### src/rtl/alu_operand_stage.sv
// ID/EX pipeline register feeding the ALU: registers decoded fields and control,
// then builds forwarded ALU operands, store data and the load-use hazard flag.
module alu_operand_stage (
   input  logic        clk,
   input  logic        reset,
   input  logic        stall,
   input  logic        flush,
   input  logic        id_valid,
   input  logic [4:0]  id_rs_addr,
   input  logic [4:0]  id_rt_addr,
   input  logic [4:0]  id_rd_dst,
   input  logic [31:0] id_rs_data,
   input  logic [31:0] id_rt_data,
   input  logic [15:0] id_imm,
   input  logic [4:0]  id_shamt,
   input  logic        id_ALUSrc1,
   input  logic        id_ALUSrc2,
   input  logic        id_ExtOp,
   input  logic        id_LuOp,
   input  logic [5:0]  id_ALUFun,
   input  logic        id_Sign,
   input  logic        id_RegWrite,
   input  logic        id_MemRead,
   input  logic        id_MemWrite,
   input  logic        exmem_RegWrite,
   input  logic [4:0]  exmem_rd,
   input  logic [31:0] exmem_result,
   input  logic        memwb_RegWrite,
   input  logic [4:0]  memwb_rd,
   input  logic [31:0] memwb_result,
   output logic [31:0] ex_A,
   output logic [31:0] ex_B,
   output logic [5:0]  ex_ALUFun,
   output logic        ex_Sign,
   output logic [31:0] ex_store_data,
   output logic [4:0]  ex_rd,
   output logic        ex_RegWrite,
   output logic        ex_MemRead,
   output logic        ex_MemWrite,
   output logic        ex_valid,
   output logic        load_use_hazard
);

   logic        valid_q;
   logic [4:0]  rs_addr_q;
   logic [4:0]  rt_addr_q;
   logic [4:0]  rd_q;
   logic [31:0] rs_data_q;
   logic [31:0] rt_data_q;
   logic [15:0] imm_q;
   logic [4:0]  shamt_q;
   logic        alu_src1_q;
   logic        alu_src2_q;
   logic        ext_op_q;
   logic        lu_op_q;
   logic [5:0]  alu_fun_q;
   logic        sign_q;
   logic        reg_write_q;
   logic        mem_read_q;
   logic        mem_write_q;

   logic [31:0] fwd_rs;
   logic [31:0] fwd_rt;
   logic [31:0] ext_imm;

   // Reset and flush both load a bubble; stall only matters when neither is set.
   always_ff @(posedge clk) begin
      if (reset || flush) begin
         valid_q     <= 1'b0;
         rs_addr_q   <= 5'd0;
         rt_addr_q   <= 5'd0;
         rd_q        <= 5'd0;
         rs_data_q   <= 32'd0;
         rt_data_q   <= 32'd0;
         imm_q       <= 16'd0;
         shamt_q     <= 5'd0;
         alu_src1_q  <= 1'b0;
         alu_src2_q  <= 1'b0;
         ext_op_q    <= 1'b0;
         lu_op_q     <= 1'b0;
         alu_fun_q   <= 6'd0;
         sign_q      <= 1'b0;
         reg_write_q <= 1'b0;
         mem_read_q  <= 1'b0;
         mem_write_q <= 1'b0;
      end else if (!stall) begin
         valid_q     <= id_valid;
         rs_addr_q   <= id_rs_addr;
         rt_addr_q   <= id_rt_addr;
         rd_q        <= id_rd_dst;
         rs_data_q   <= id_rs_data;
         rt_data_q   <= id_rt_data;
         imm_q       <= id_imm;
         shamt_q     <= id_shamt;
         alu_src1_q  <= id_ALUSrc1;
         alu_src2_q  <= id_ALUSrc2;
         ext_op_q    <= id_ExtOp;
         lu_op_q     <= id_LuOp;
         alu_fun_q   <= id_ALUFun;
         sign_q      <= id_Sign;
         reg_write_q <= id_valid & id_RegWrite;
         mem_read_q  <= id_valid & id_MemRead;
         mem_write_q <= id_valid & id_MemWrite;
      end
   end

   // EX/MEM is the younger producer, so it is checked first; $0 never forwards.
   always_comb begin
      fwd_rs = rs_data_q;
      if (exmem_RegWrite && (exmem_rd != 5'd0) && (exmem_rd == rs_addr_q)) begin
         fwd_rs = exmem_result;
      end else if (memwb_RegWrite && (memwb_rd != 5'd0) && (memwb_rd == rs_addr_q)) begin
         fwd_rs = memwb_result;
      end
   end

   always_comb begin
      fwd_rt = rt_data_q;
      if (exmem_RegWrite && (exmem_rd != 5'd0) && (exmem_rd == rt_addr_q)) begin
         fwd_rt = exmem_result;
      end else if (memwb_RegWrite && (memwb_rd != 5'd0) && (memwb_rd == rt_addr_q)) begin
         fwd_rt = memwb_result;
      end
   end

   always_comb begin
      if (lu_op_q) begin
         ext_imm = {imm_q, 16'd0};
      end else if (ext_op_q) begin
         ext_imm = {{16{imm_q[15]}}, imm_q};
      end else begin
         ext_imm = {16'd0, imm_q};
      end
   end

   assign ex_A          = alu_src1_q ? {27'd0, shamt_q} : fwd_rs;
   assign ex_B          = alu_src2_q ? ext_imm : fwd_rt;
   assign ex_store_data = fwd_rt;

   assign ex_ALUFun   = alu_fun_q;
   assign ex_Sign     = sign_q;
   assign ex_rd       = rd_q;
   assign ex_RegWrite = reg_write_q;
   assign ex_MemRead  = mem_read_q;
   assign ex_MemWrite = mem_write_q;
   assign ex_valid    = valid_q;

   assign load_use_hazard = mem_read_q && valid_q && (rd_q != 5'd0) &&
                            ((rd_q == id_rs_addr) || (rd_q == id_rt_addr));

endmodule
### config.mk
export PLATFORM = sky130hd
export DESIGN_NAME = alu_operand_stage
export DESIGN_NICKNAME = d
export VERILOG_FILES = /design/src/rtl/alu_operand_stage.sv
export SDC_FILE = /design/constraint.sdc
export NUM_CORES = 1
export LEC_CHECK = 0
export BUFFER_PORTS_ARGS = -buffer_cell sky130_fd_sc_hd__buf_2
export CORE_ASPECT_RATIO = 2
export CORE_MARGIN = 2
export CORE_UTILIZATION = 35
export DETAILED_ROUTE_END_ITERATION = 10
export GPL_TIMING_DRIVEN = 0
export HOLD_SLACK_MARGIN = 0.12
export PLACE_DENSITY_LB_ADDON = 0.08
export RECOVER_POWER = 100
export SLEW_MARGIN = 10
export SYNTH_ARGS = -nofsm -noshare
export SYNTH_HDL_FRONTEND = slang
export SYNTH_SLANG_ARGS = --single-unit
### constraint.sdc
create_clock -name clk -period 2.1 [get_ports clk]
set_input_delay 0.315 -clock clk [delete_from_list [all_inputs] [get_ports clk]]
set_output_delay 0.315 -clock clk [all_outputs]
set_load 0.02 [all_outputs]
==> flow_summary.toml, run 1 <==
[detailed_routing]
routed_wl_um = 30700
wl_per_cell_um = 22.3
postRouteAntennaNets = 0
drtIter0Drc = 224
via_per_inst = 5.33
drcViolationCount = 0
drtPass1Iterations = 4
vias = 7339

[logic_synthesis]
ys.flop_type = "dfxtp_1"
ys_seq_area_frac = 0.353
ys_warn_count = 0
postSynthCellCount = 755
async_reset_ff_frac = 0
syn_nets = 950
netlist_area_um2 = 6520
ys_ff_latch = 115
synth-edff-count = 0
synth_area_per_cell_um2 = 8.63
synth_cell_type_count = 38

[floorplan]
die_y_um = 197
io_pins = 308
die_area_um2 = 19800
die_w_um = 100
coreArea_um2 = 18300
rows = 70
start_util = 0.356

[critical_path]
cp_num_buf_inv = 5
cp_slowest_stage_delay_ps = 520
worstPathCellList = "buf_2 -> or4_4 -> o21ai_4 -> nor4_4 -> buf_4 -> buf_12 -> buf_16 -> mux2i_4 -> a211oi_2 -> buf_4"
criticalPathCategory = "input port to output pin"
arrival_ps = 2330
cp_max_fo = 5
cp-end-kind = "output pin"
cp_top_family = "buffers and inverters"
crit_top_cell = "buf_4"
cp.required_ps = 1780
startpoint_type = "input port"
cp_slowest_cell = "or4_4"

[global_routing]
antenna_found_initial = 2
grt_overflow = 0
grt_usage = 0.300
grt_start_max_net_pins = 17
grt_pass1_vias = 7633
grt_first_pass_wirelength_um = 44000

[layout]
final_nets = 1340
multi_input_area_um2 = 5110
nFillCells = 1649
area.growth.synth_to_final_pct = 75.6
final-seq-area_um2 = 2320
drive_gt1_frac = 0.498
stdcell_count = 1376

[cts]
numCtsBuffers = 17
cts.sinks = 115
path_clk_slew_ps = 60
clockBufferDepth = 2
cts_max_level = 4
cts_root_buf = "clkbuf_16"
cts_tree = "done"
clock_latency_ps = 420

[place]
hpwl_um = 22900
gp_congestion = 0.867
place_inst = 1277
pre_cts_slack_ps = -679
port_buffers = 306

[timing]
grt_setup_unrepaired = "true"
finalWorstPathRequiredPeriod_ps = 2640
slew_viol_final = 0
finalWorstSetupSlack_ps = -544
post-route-period-util = 1.26
relSlewSlack = 0.399
fmax_mhz = 378
worst_slew_pin_slew_ps = 902
setup_violations = 102
hold_violations = 0
finClkSkew_ps = 0

[power_and_ir_drop]
p_per_area_nw_per_um2 = 589
ir_drop_uv = 502
leakage_nw = 4.97

[hold_path]
min_path_type = "input port to flop"

[run_status]
outcome = "finished, violations left"
violations = "negative setup slack"

[flow_run]
cap_violations = 0
[cell type report]
class,count,area share
repair buffers,370,0.228
clock inverters,13,0.0141
multi-input cells,578,0.447
clock buffers,19,0.0378
flip-flops and latches,115,0.203
inverters,2,0.000765
plain buffers,61,0.0459
well taps,216,0.0236
diodes,2,0.000437
[synthesized netlist by cell type (2+ instances only)]
cell type	n	area share
nor2_1	182	0.10
mux2i_1	170	0.26
dfxtp_1	115	0.35
a21oi_1	51	0.039
a211oi_1	47	0.054
clkbuf_1	24	0.014
nor3_1	19	0.015
xnor2_1	17	0.023
buf_2	16	0.012
a32oi_1	15	0.020
buf_1	13	0.0075
xor2_1	13	0.017
o21ai_1	10	0.0077
nand2_1	9	0.0052
o21ai_0	7	0.0054
o31ai_1	7	0.0081
o21a_1	6	0.0069
buf_6	5	0.0086
buf_4	4	0.0046
a22oi_1	3	0.0035
nand3_1	3	0.0023
nand4_1	2	0.0019
or4_1	2	0.0023
[registers in the layout (all words and copies together) (netlist names), 5 cells and up]
name / cells
rt_data_q: 32
rs_addr_q: 5
imm_q: 16
shamt_q: 5
rs_data_q: 32
ex_ALUFun: 6
rt_addr_q: 5
ex_rd: 5
[cell usage in the layout, fill, tap and decap left out, drive strengths merged]
cell         synthesis  final
a211oi              47     47
dlygate4sd3          0     28
or4                  3      3
a22oi                3      3
nand4                2      2
o211ai               2      2
nor3                19     19
o21ai               18     18
and3                 1      1
diode                0      2
buf                 38    349
mux2i              170    170
or2                  1      1
clkinvlp             0      4
nand3b               1      1
inv                  1      1
xor2                13     13
nor2               184    185
nor4                 1      1
clkbuf              24     73
nor2b                1      1
xnor2               17     17
a32oi               15     15
or3                  1      1
clkinv               1      7
a21oi               51     51
bufinv               0      3
o31ai                7      7
nand3                4      5
nand2                9      9
dfxtp              115    115
o21a                 6      6
[timing repair]
item / CTS / global route
gates resized for setup: 276 / 87
pin swaps: 42 / 24
hold buffers: 28 / 0
endpoints found under the hold margin: 28 / 0
setup buffers: 27 / 1
setup endpoints to repair: 96 / 97
cloned: 8 / 4
[where the power goes]
part           total, W  internal, W  switching (W)
Combinational   0.00144     0.000669       0.000767
Sequential      0.00232      0.00225      0.0000695
Clock           0.00298      0.00186        0.00112
[final timing paths]
path                  end  cells past startpoint           from  slack [ps]
max              ex_B[20]                     10    memwb_rd[0]        -540
min          rs_data_q[6]                      3  id_rs_data[6]         130
max reg2reg       lu_op_q                      4        lu_op_q         710
min reg2reg    shamt_q[4]                      2     shamt_q[4]         490
[logic make-up after synthesis]
group | count (synthesis) | synth area share
and+or+nand+nor | 227 | 0.147
muxes | 170 | 0.261
AOI/OAI and AO/OA | 149 | 0.151
DFF | 115 | 0.353
buffers and inverters | 64 | 0.0480
xor gates and xnor gates | 30 | 0.0403
[metal layers]
| metal | share of wire | vias up | track usage |
|---|---|---|---|
| met1 | 0.35 | 3497 | 0.297 |
| met4 | 0.043 | 0 | 0.152 |
| met2 | 0.56 | 282 | 0.574 |
| li1 | - | 3490 | - |
| met3 | 0.048 | 70 | 0.0585 |
| met5 | 0 | - | 0 |
[metrics by stage]
step	TNS (ps)	instance area, µm²	power [W]	hold WS (ps)	utilization
final	-45150	11400	0.00674	126	0.625
after detailed placement	-53420	8680	0.00350	482	0.474
after global placement	-52220	8680	0.00349	474	0.474
after global routing	-52240	11400	0.00695	128	0.625
after floorplan	-2340	6880	0.00299	459	-
after CTS	-47160	11000	0.00670	120	0.602
[worst register-to-register path: cells and delay by family, from the launching register on]
kind                   cells  cell delay (ps)
buffers and inverters      2              740
DFF                        1              330
muxes                      1              150
and+or+nand+nor            1              120
(Power assumes the default switching activity.)
==> run 2, diff against run 1 <==
--- a/config.mk
+++ b/config.mk
@@ -8,12 +8,11 @@
 export BUFFER_PORTS_ARGS = -buffer_cell sky130_fd_sc_hd__buf_2
 export CORE_ASPECT_RATIO = 2
 export CORE_MARGIN = 2
-export CORE_UTILIZATION = 35
+export CORE_UTILIZATION = 47
 export DETAILED_ROUTE_END_ITERATION = 10
 export GPL_TIMING_DRIVEN = 0
 export HOLD_SLACK_MARGIN = 0.12
 export PLACE_DENSITY_LB_ADDON = 0.08
-export RECOVER_POWER = 100
 export SLEW_MARGIN = 10
 export SYNTH_ARGS = -nofsm -noshare
 export SYNTH_HDL_FRONTEND = slang
==> flow_summary.toml, run 2 (same netlist as run 1, synthesis figures left out) <==
[detailed_routing]
wl_per_cell_um = 23.5
drcViolationCount = 0
via_per_inst = 6.03
vias = 7701
postRouteAntennaNets = 0
routed_wl_um = 30000
drtIter0Drc = 479
drtPass1Iterations = 5

[timing]
finalWorstPathRequiredPeriod_ps = 2630
post-route-period-util = 1.25
finalWorstSetupSlack_ps = -527
worst_slew_pin_slew_ps = 866
relSlewSlack = 0.423
finClkSkew_ps = 0
grt_setup_unrepaired = "true"
slew_viol_final = 0
fmax_mhz = 381
fin_setup_tns_ps = -43380
hold_violations = 0
setup_violations = 96

[critical_path]
cp_slowest_cell = "dfxtp_4"
cp_slowest_stage_delay_ps = 360
startpoint_type = "flop"
criticalPathCategory = "flop to output pin"
cp_top_family = "buffers and inverters"
worstPathCellList = "buf_6 -> xnor2_2 -> nand4_1 -> nor2_4 -> buf_12 -> buf_12 -> mux2i_1 -> a211oi_2 -> buf_2"
cp-end-kind = "output pin"
rrSetupSlack_ps = 750
cp_num_buf_inv = 4
arrival_ps = 2310
cp.required_ps = 1780
crit_top_cell = "buf_12"
cp_max_fo = 7

[power_and_ir_drop]
leakage_nw = 4.84
p_per_area_nw_per_um2 = 611
ir_drop_uv = 593
totalPowerFinal_w = 0.00674

[global_routing]
grt_start_max_net_pins = 17
antenna_found_initial = 3
grt_pass1_vias = 7771
grt_usage = 0.377
grt_overflow = 0
grt_first_pass_wirelength_um = 42300

[layout]
largestRegisters = "rs_data_q: 32 flops, rt_data_q: 32 flops, imm_q: 16 flops"
area.growth.synth_to_final_pct = 69.5
final_nets = 1302
layout_commonest_cell = "buf_2"
drive_gt1_frac = 0.528
nFillCells = 828
final_cell_mix = "234 x buf_2, 171 x nor2_1, 117 x mux2i_1"

[cts]
numCtsBuffers = 17
clockBufferDepth = 2
path_clk_slew_ps = 70
cts.sinks = 115
cts_tree = "done"
cts_max_level = 4
clock_latency_ps = 410
cts_root_buf = "clkbuf_16"

[hold_path]
min_path_type = "input port to flop"

[place]
pre_cts_slack_ps = -642
gp_congestion = 0.925
hpwl_um = 20900
port_buffers = 306

[floorplan]
coreArea_um2 = 13500
die_area_um2 = 14900
io_pins = 308
start_util = 0.482
die_y_um = 171
die_w_um = 87.3
rows = 60

[run_status]
violations = "negative setup slack"
outcome = "finished, violations left"

[flow_run]
cap_violations = 0
run 2: layout make-up:
class	instances	area, µm²	share of cell area
Clock buffer	17	425	0.0385
Inverter	2	11.3	0.00102
Sequential cell	115	2330	0.211
Timing Repair Buffer	334	2260	0.205
Clock inverter	15	171	0.0155
Antenna cell	3	7.51	0.000680
Multi-Input combinational cell	576	5210	0.471
Tap cell	155	194	0.0176
Buffer	61	433	0.0392
run 2: worst reg2reg max path, cell delays in order (launching register included):
cell      delay (ps)
dfxtp_1          320
clkbuf_1         340
clkbuf_1         370
mux2i_1          130
nor2_1           110
run 2: worst paths after layout:
kind                 start            to  cells past startpoint
min reg2reg   ex_ALUFun[3]  ex_ALUFun[3]                      2
max           rs_addr_q[1]       ex_A[8]                      9
max reg2reg        lu_op_q       lu_op_q                      4
min          id_rs_data[7]  rs_data_q[7]                      3
run 2: routing by layer:
metal  track usage  share of wire  vias to the layer above
met1         0.379           0.33                     3694
met3        0.0786          0.073                      149
li1              -              -                     3401
met5             0              0                        -
met2         0.689           0.53                      457
met4         0.219          0.073                        0
run 2: power breakdown:
group | internal [W] | switching [W] | total (W)
clock | 0.00178 | 0.00120 | 0.00299
sequential | 0.00225 | 0.0000761 | 0.00232
combinational | 0.000653 | 0.000781 | 0.00143
run 2: what timing repair did:
action | CTS | global route
buffers inserted | 27 | 3
pin swaps | 41 | 48
hold buffers | 0 | 0
gates resized for setup | 222 | 150
gates cloned | 6 | 2
setup endpoints to repair | 96 | 96
hold endpoints to repair | 0 | 0
run 2: metrics by stage:
stage	util	hold slack (ps)	instance area [µm²]	instances
finish	0.818	125	11000	1278
global route	0.818	140	11000	1278
CTS	0.775	129	10500	1280
detailed placement	0.637	482	8600	1216
global placement	0.637	471	8600	1216
floorplan	-	459	6880	755
